`config.mk`:
```
export PLATFORM = sky130hd
export DESIGN_NAME = counter_ctrl_flat
export DESIGN_NICKNAME = d
export VERILOG_FILES = /design/src/rtl/counter_ctrl_if.sv /design/src/rtl/counter_ctrl.sv /design/src/flat_wrapper.sv
export SDC_FILE = /design/constraint.sdc
export NUM_CORES = 1
export LEC_CHECK = 0
export CELL_PAD_IN_SITES_DETAIL_PLACEMENT = 1
export CELL_PAD_IN_SITES_GLOBAL_PLACEMENT = 2
export CORE_AREA = 2 2 88 90
export CTS_BUF_LIST = sky130_fd_sc_hd__clkbuf_2 sky130_fd_sc_hd__clkbuf_4 sky130_fd_sc_hd__clkbuf_8
export CTS_CLUSTER_DIAMETER = 50
export DETAILED_ROUTE_END_ITERATION = 6
export DIE_AREA = 0 0 90 92
export DONT_BUFFER_PORTS = 1
export GPL_TIMING_DRIVEN = 1
export HOLD_SLACK_MARGIN = 0.06
export PLACE_DENSITY_LB_ADDON = 0.1
export REMOVE_ABC_BUFFERS = 1
export SLEW_MARGIN = 0
export SYNTH_ARGS = -nofsm -noshare
export SYNTH_HDL_FRONTEND = slang
export SYNTH_SLANG_ARGS = --single-unit
```
`constraint.sdc`:
```
create_clock -name clk100_i -period 5.2 [get_ports clk100_i]
set_input_delay 0.52 -clock clk100_i [delete_from_list [all_inputs] [get_ports clk100_i]]
set_output_delay 0.52 -clock clk100_i [all_outputs]
set_load 0.05 [all_outputs]
```
`src/rtl/counter_ctrl_if.sv`:
```
// Control/status bundle between the key/switch front end and the counter sequencer.
// Master drives the key pulses and switch levels; slave returns the count and run status.
interface counter_ctrl_if #(
  parameter int DATA_WIDTH = 8
);
  logic                  start_i;
  logic                  load_i;
  logic                  step_i;
  logic                  dir_i;
  logic [DATA_WIDTH-1:0] load_val_i;
  logic [DATA_WIDTH-1:0] limit_i;
  logic [DATA_WIDTH-1:0] cnt_o;
  logic                  run_o;
  logic                  wrap_o;
  logic [1:0]            state_o;

  modport master (
    output start_i, load_i, step_i, dir_i, load_val_i, limit_i,
    input  cnt_o, run_o, wrap_o, state_o
  );

  modport slave (
    input  start_i, load_i, step_i, dir_i, load_val_i, limit_i,
    output cnt_o, run_o, wrap_o, state_o
  );
endinterface

```
`src/rtl/counter_ctrl.sv`:
```
// Run-control sequencer for the display counter: timed up/down count, pause, preset, wrap pulse.
// Latency: one clk100_i edge from a sampled pulse to registered outputs; auto steps every TICK_DIV cycles.
// No backpressure: pulses act in the cycle sampled. COUNTER_CTRL_LIMIT_EN adds stop-at-limit (DONE).
module counter_ctrl #(
  parameter int DATA_WIDTH = 8,
  parameter int TICK_DIV   = 10_000_000
) (
  input  logic              clk100_i,
  input  logic              rst_i,
  counter_ctrl_if.slave     bus
);

  localparam int PRE_W = $clog2(TICK_DIV);
  localparam logic [PRE_W-1:0]      PRE_LAST = PRE_W'(TICK_DIV - 1);
  localparam logic [DATA_WIDTH-1:0] ONE      = DATA_WIDTH'(1);

  typedef enum logic [1:0] {
    IDLE  = 2'b00,
    RUN   = 2'b01,
    PAUSE = 2'b10,
    DONE  = 2'b11
  } state_t;

  state_t                state_q, state_d;
  logic [DATA_WIDTH-1:0] cnt_q, cnt_d;
  logic [PRE_W-1:0]      pre_q, pre_d;
  logic                  run_q, wrap_q, wrap_d;
  logic                  tick, step_en, wrap_hit;
  logic [DATA_WIDTH-1:0] step_val;

  always_ff @(posedge clk100_i) begin
    if (rst_i) begin
      state_q <= IDLE;
      cnt_q   <= '0;
      pre_q   <= '0;
      run_q   <= 1'b0;
      wrap_q  <= 1'b0;
    end else begin
      state_q <= state_d;
      cnt_q   <= cnt_d;
      pre_q   <= pre_d;
      run_q   <= (state_d == RUN);
      wrap_q  <= wrap_d;
    end
  end

  always_comb begin
    state_d  = state_q;
    step_en  = 1'b0;
    tick     = (state_q == RUN) && (pre_q == PRE_LAST);
    step_val = bus.dir_i ? (cnt_q - ONE) : (cnt_q + ONE);
    wrap_hit = bus.dir_i ? (cnt_q == '0) : (&cnt_q);

    unique case (state_q)
      IDLE: begin
        if (bus.start_i) state_d = RUN;
        step_en = bus.step_i;
      end
      RUN: begin
        // a pause request swallows the tick that lands in the same cycle
        if (bus.start_i) state_d = PAUSE;
        else             step_en = tick;
      end
      PAUSE: begin
        if (bus.start_i) state_d = RUN;
        step_en = bus.step_i;
      end
      default: begin
`ifdef COUNTER_CTRL_LIMIT_EN
        if (bus.start_i)     state_d = RUN;
        else if (bus.load_i) state_d = IDLE;
`else
        state_d = IDLE;
`endif
      end
    endcase

    if (bus.load_i) step_en = 1'b0;

`ifdef COUNTER_CTRL_LIMIT_EN
    // only a step can stop the count; a preset equal to the limit does not
    if (step_en && (step_val == bus.limit_i)) state_d = DONE;
`endif

    if (bus.load_i)   cnt_d = bus.load_val_i;
    else if (step_en) cnt_d = step_val;
    else              cnt_d = cnt_q;

    wrap_d = step_en && wrap_hit;

    // prescaler restarts on RUN entry, on load and after each tick
    pre_d = '0;
    if ((state_q == RUN) && (state_d == RUN) && !bus.load_i && !tick)
      pre_d = pre_q + PRE_W'(1);
  end

`ifndef COUNTER_CTRL_LIMIT_EN
  logic unused_limit;
  assign unused_limit = ^bus.limit_i;
`endif

  assign bus.cnt_o   = cnt_q;
  assign bus.run_o   = run_q;
  assign bus.wrap_o  = wrap_q;
  assign bus.state_o = state_q;

endmodule

```
`src/flat_wrapper.sv`:
```
// flat-port wrapper written by rule: the top's interface ports become plain ports
module counter_ctrl_flat 
#(
  parameter int DATA_WIDTH = 8,
  parameter int TICK_DIV   = 10_000_000
)
  (clk100_i, rst_i, bus_start_i, bus_load_i, bus_step_i, bus_dir_i, bus_load_val_i, bus_limit_i, bus_cnt_o, bus_run_o, bus_wrap_o, bus_state_o);
  counter_ctrl_if #(.DATA_WIDTH(DATA_WIDTH)) bus_i ();
  input  logic clk100_i;
  input  logic rst_i;
  input wire logic [$bits(bus_i.start_i)-1:0] bus_start_i;
  input wire logic [$bits(bus_i.load_i)-1:0] bus_load_i;
  input wire logic [$bits(bus_i.step_i)-1:0] bus_step_i;
  input wire logic [$bits(bus_i.dir_i)-1:0] bus_dir_i;
  input wire logic [$bits(bus_i.load_val_i)-1:0] bus_load_val_i;
  input wire logic [$bits(bus_i.limit_i)-1:0] bus_limit_i;
  output wire logic [$bits(bus_i.cnt_o)-1:0] bus_cnt_o;
  output wire logic [$bits(bus_i.run_o)-1:0] bus_run_o;
  output wire logic [$bits(bus_i.wrap_o)-1:0] bus_wrap_o;
  output wire logic [$bits(bus_i.state_o)-1:0] bus_state_o;
  assign bus_i.start_i = bus_start_i;
  assign bus_i.load_i = bus_load_i;
  assign bus_i.step_i = bus_step_i;
  assign bus_i.dir_i = bus_dir_i;
  assign bus_i.load_val_i = bus_load_val_i;
  assign bus_i.limit_i = bus_limit_i;
  assign bus_cnt_o = bus_i.cnt_o;
  assign bus_run_o = bus_i.run_o;
  assign bus_wrap_o = bus_i.wrap_o;
  assign bus_state_o = bus_i.state_o;
  counter_ctrl #(.DATA_WIDTH(DATA_WIDTH), .TICK_DIV(TICK_DIV)) u_core (.clk100_i(clk100_i), .rst_i(rst_i), .bus(bus_i));
endmodule
```
After elaboration in Yosys (flattened, before gate mapping)

Cells that the tools add are included.

Register bits: 36
Bits in latches: 0
Memory bits (writable): 0
Memory bits (read-only): 0
Input port bits: 22
Output and inout port bits: 12
Word-level logic and storage cells: 36
Memories: 0

Add/subtract/negate cells: 3
$mul: 0
Div/mod/pow operators: 0
$lt $le $gt $ge: 0
Equality and inequality tests: 4
Shifts and indexed selects: 0
Multiplexer cells: 10
Bitwise logic cells: 1
Reduce and logical (&&, ||, !) cells: 13

Operators with widths:

| operator              | count |
|---|---|
| $add 24x1->24 const B | 1 |
| $eq 24x24->1 const B  | 1 |
| $mux 8                | 3 |
| $add 8x1->8 const B   | 1 |
| $logic_not 8->1       | 1 |
| $reduce_and 8->1      | 1 |
| $sub 8x1->8 const B   | 1 |
| $logic_and 1x1->1     | 5 |
| $eq 2x1->1 const B    | 2 |
| $mux 2                | 2 |
| $pmux 2 s2            | 1 |
| $reduce_or 2->1       | 2 |
| $mux 1                | 3 |
| $eq 2x2->1 const B    | 1 |
| $logic_not 1->1       | 2 |
| $logic_not 2->1       | 1 |
| $pmux 1 s2            | 1 |
| $reduce_bool 2->1     | 1 |
| $not 1->1             | 1 |

Depth between registers and ports, before layout

Depth in word-level cells: 9
Mapped depth: 7
Depth with buffers taken out: 7

Least setup slack after synthesis

Ideal clock, no wire load.

Path type: register to register
Start: register u_core.state_q[0], in the netlist u_core.bus.state_o[0]
End: register u_core.cnt_q[1], in the netlist u_core.bus.cnt_o[1]
Library setup time: 83 ps
Arrival time: 2,302 ps
Data required time: 5,117 ps
Path slack: 2,815 ps
Stages on the path, launching flop included: 6
Buffers on the path: 0
Period minus slack after synthesis: 2,385 ps
Cells stage by stage: dfxtp_1 nand2b_1 or4_4 o41a_1 or4_1 o221ai_1

Longest elaborated chain between the ends: 6
Elaborated cells between the ends (all ways): 9
Classes of those cells: 2 x eq/ne; 3 x mux; 4 x reduce/logical

Ends and longest elaborated chain:

| element                       | RTL line                               | source |
|---|---|---|
| start: declaration            | counter_ctrl.sv:24                     | `state_t state_q, state_d;` |
| start signal: assignment      | counter_ctrl.sv:39                     | `state_q <= state_d;` |
| $eq 2x1->1                    | counter_ctrl.sv:50, counter_ctrl.sv:54 |  |
| $logic_and 1x1->1             | counter_ctrl.sv:50                     | `tick = (state_q == RUN) && (pre_q == PRE_LAST);` |
| $mux 1                        | counter_ctrl.sv:61                     | `if (bus.start_i) state_d = PAUSE;` |
| $pmux 1 s2 *                  | counter_ctrl.sv:54                     | `unique case (state_q)` |
| $mux 1 *                      | counter_ctrl.sv:78                     | `if (bus.load_i) step_en = 1'b0;` |
| $reduce_bool 2->1 (no line) * | --                                     |  |
| end signal: assignment        | counter_ctrl.sv:40                     | `cnt_q <= cnt_d;` |
| end: declaration              | counter_ctrl.sv:25                     | `logic [DATA_WIDTH-1:0] cnt_q, cnt_d;` |

Mark *: on every way between the ends. The rest lies on a longest branch, timed or not.
A chain may end at the register's enable or synchronous reset.

Worst setup path in the final report

Start: register u_core.state_q[0], in the netlist u_core.bus.state_o[0]
End: register u_core.cnt_q[7], in the netlist u_core.bus.cnt_o[7]

The elaborated chain is that of the path after synthesis.

==> results.ini <==
[finish]
fin_nets=263
antenna_cells=0
areaGrowthSynthToFinish_pct=11.3
drive_gt1_share_pct=6.44

[outcome]
status=finished, final reports clean

[setup_path]
cp-startpoint=u_core.bus.state_o[0]
cp-start-kind=register
path_cells=nand2b_1 > or4_4 > o41ai_4 > nand2_1 > o221ai_1
critPathKind=register to register
crit_buf_inv=0
r2r-start=u_core.bus.state_o[0]
worst_path_largest_cell_delay_ns=0.69
worstPathMaxFanout=9
worst_ep_required_time_ns=5.41
crit_family=simple AND/OR/NAND/NOR gates
cp.arrival_ns=2.86
cp_slowest_cell=dfxtp_1
critPathCaptureType=register

[place]
dp_hpwl_mm=3.75
routabilityCongestion=0.719
io_buffer_count=0

[clocking]
cts_max_path_buffers=2
post_cts_resized=0
clockRootBuffer=clkbuf_8
hold_buffers=0
clk_pin_slew_ns=0.08
cts_made_buffers=5
postCtsSetupBuffers=0
cts_sinks=36
cts_tree=built
clock_latency_ns=0.29
htreeDepth=2

[timing]
relSlewSlack_pct=42.7
fmax_mhz=377
finalHoldViolCount=0
rsz0062_at_grt=false
worstMarginPinSlew_ns=0.853
min_period_ns=2.65
clock_skew_ns=0.00880
setup-tns-final_ns=0
setup_viol=0
slew_violations=0
finalCritPeriodShare_pct=51.0

[global_route]
antenna_found_initial=0
grt_pass1_vias=1674
grt_max_degree=25
grt_pass1_wl_mm=8.65
grt_use_total_pct=13.3
overflow=0

[die]
die_area_mm2=0.00828
coreArea_mm2=0.00745
die_h_um=92
floorplan.rows=32
num_io_pins=34
dieWidth_um=90
start_util_pct=25.8

[route]
ant_nets=0
drt_wl_total_mm=5.01
num_vias=1573
drtIter0Drc=69
drtPass1Iterations=4
drc=0
viasPerCell=4.70
wl_per_cell_um=15.0

[logic_synthesis]
async_flop_share_pct=0
synth-edff-count=0
seq_area_frac_synth_pct=37.5
synth_cells=229
ys_types=44
yosysWarningCount=0
syn_avg_cell_area_um2=8.40
synth-seq-cells=36
ys.flop_type=dfxtp_1
syn-cell-area_mm2=0.00192

[power_and_ir_drop]
p_leak_nw=0.693
cellPowerDensity_mw_per_mm2=287
ir_drop_uv=95.4
power_mw=0.614

[min_path]
hold_path.startpoint=rst_i
hp-class=input pin to register

[run]
drv_cap=0

==> synth_stat cells, types with 2 or more instances <==
| library cell | instances | share of area (%) |
|---|---|---|
| nor2_1 | 40 | 7.8 |
| dfxtp_1 | 36 | 37 |
| nand3_1 | 17 | 4.4 |
| xnor2_1 | 16 | 7.3 |
| nand2_1 | 13 | 2.5 |
| inv_1 | 12 | 2.3 |
| nor3_1 | 11 | 2.9 |
| xor2_1 | 11 | 5.0 |
| nand4_1 | 8 | 2.6 |
| ha_1 | 7 | 4.6 |
| nor4_1 | 7 | 2.3 |
| a21oi_1 | 4 | 1.0 |
| and3_1 | 4 | 1.3 |
| buf_2 | 3 | 0.78 |
| o221ai_1 | 3 | 1.4 |
| or3_1 | 3 | 0.98 |
| mux2i_1 | 2 | 1.0 |
| nand2b_1 | 2 | 0.65 |
| nor2b_1 | 2 | 0.65 |
| o211ai_1 | 2 | 0.78 |
| o21ai_0 | 2 | 0.52 |
| o21bai_1 | 2 | 0.78 |
==> registers in the layout (all words and copies together), names as in the netlist <==
register            count
u_core.pre_q           24
u_core.bus.run_o        1
u_core.bus.state_o      2
u_core.bus.cnt_o        8
u_core.bus.wrap_o       1
==> logic make-up (layout without fill, tap and decap cells) <==
group / after synthesis / after routing / share of synthesized area, %
buffers and inverters: 17 / 21 / 3.51
adder cells (fa/ha/maj): 8 / 8 / 5.60
AO/OA/AOI/OAI: 23 / 23 / 9.96
multiplexers: 3 / 3 / 1.63
XOR/XNOR: 27 / 27 / 12.3
AND/OR/NAND/NOR: 115 / 115 / 29.5
flip-flops: 36 / 36 / 37.5
==> per-stage QoR <==
stage / area, um^2 / utilization [%] / hold slack (ns) / worst slack (ns) / cells
finish: 2140 / 28.7 / 0.282 / 2.55 / 335
global route: 2140 / 28.7 / 0.264 / 2.36 / 335
CTS: 2140 / 28.7 / 0.268 / 2.50 / 335
detailed placement: 2040 / 27.5 / 0.454 / 2.52 / 328
global placement: 2040 / 27.5 / 0.451 / 2.49 / 328
floorplan: 1900 / - / 0.430 / 2.08 / 225
==> final timing paths <==
kind	to	slack (ns)	cells after the start
min	u_core.bus.cnt_o[2]	0.28	1
max	u_core.bus.cnt_o[7]	2.55	5
max reg2reg	u_core.bus.cnt_o[7]	2.55	5
min reg2reg	u_core.pre_q[0]	0.46	1
==> where the power goes <==
part	internal [mW]	leakage (nW)	switching (mW)
clock	0.118	0.0503	0.103
combinational	0.0322	0.350	0.0385
sequential	0.283	0.293	0.0388
==> layer usage <==
layer | up-vias | track usage [%] | part of all wire (%)
met1 | 725 | 17.6 | 52
li1 | 813 | - | -
met3 | 5 | 4.60 | 5.3
met4 | 0 | 4.62 | 0.96
met2 | 30 | 20.1 | 42
met5 | - | 0 | 0
==> layout make-up <==
cell class / instances / area [um^2]
repair buffers: 1 / 7.51
inverters: 13 / 48.8
clock buffers: 7 / 96.3
fillers: 901 / 5310
flip-flops and latches: 36 / 721
well taps: 102 / 128
multi-input cells: 176 / 1140
==> placed cells by master, fill, tap and decap left out, types with 4 or more instances in the layout <==
cell      count
nor4_1        7
ha_1          7
nor2_1       40
dfxtp_1      36
inv_1        12
a21oi_1       4
nor3_1       11
clkbuf_8      7
nand4_1       8
nand2_1      13
xor2_1       11
and3_1        4
xnor2_1      16
nand3_1      17
==> worst register-to-register path, cell delays in order (launching register included) <==
cell      delay [ns]
dfxtp_1         0.69
nand2b_1        0.20
or4_4           0.61
o41ai_4         0.63
nand2_1         0.21
o221ai_1        0.23
(Power assumes the default switching activity.)
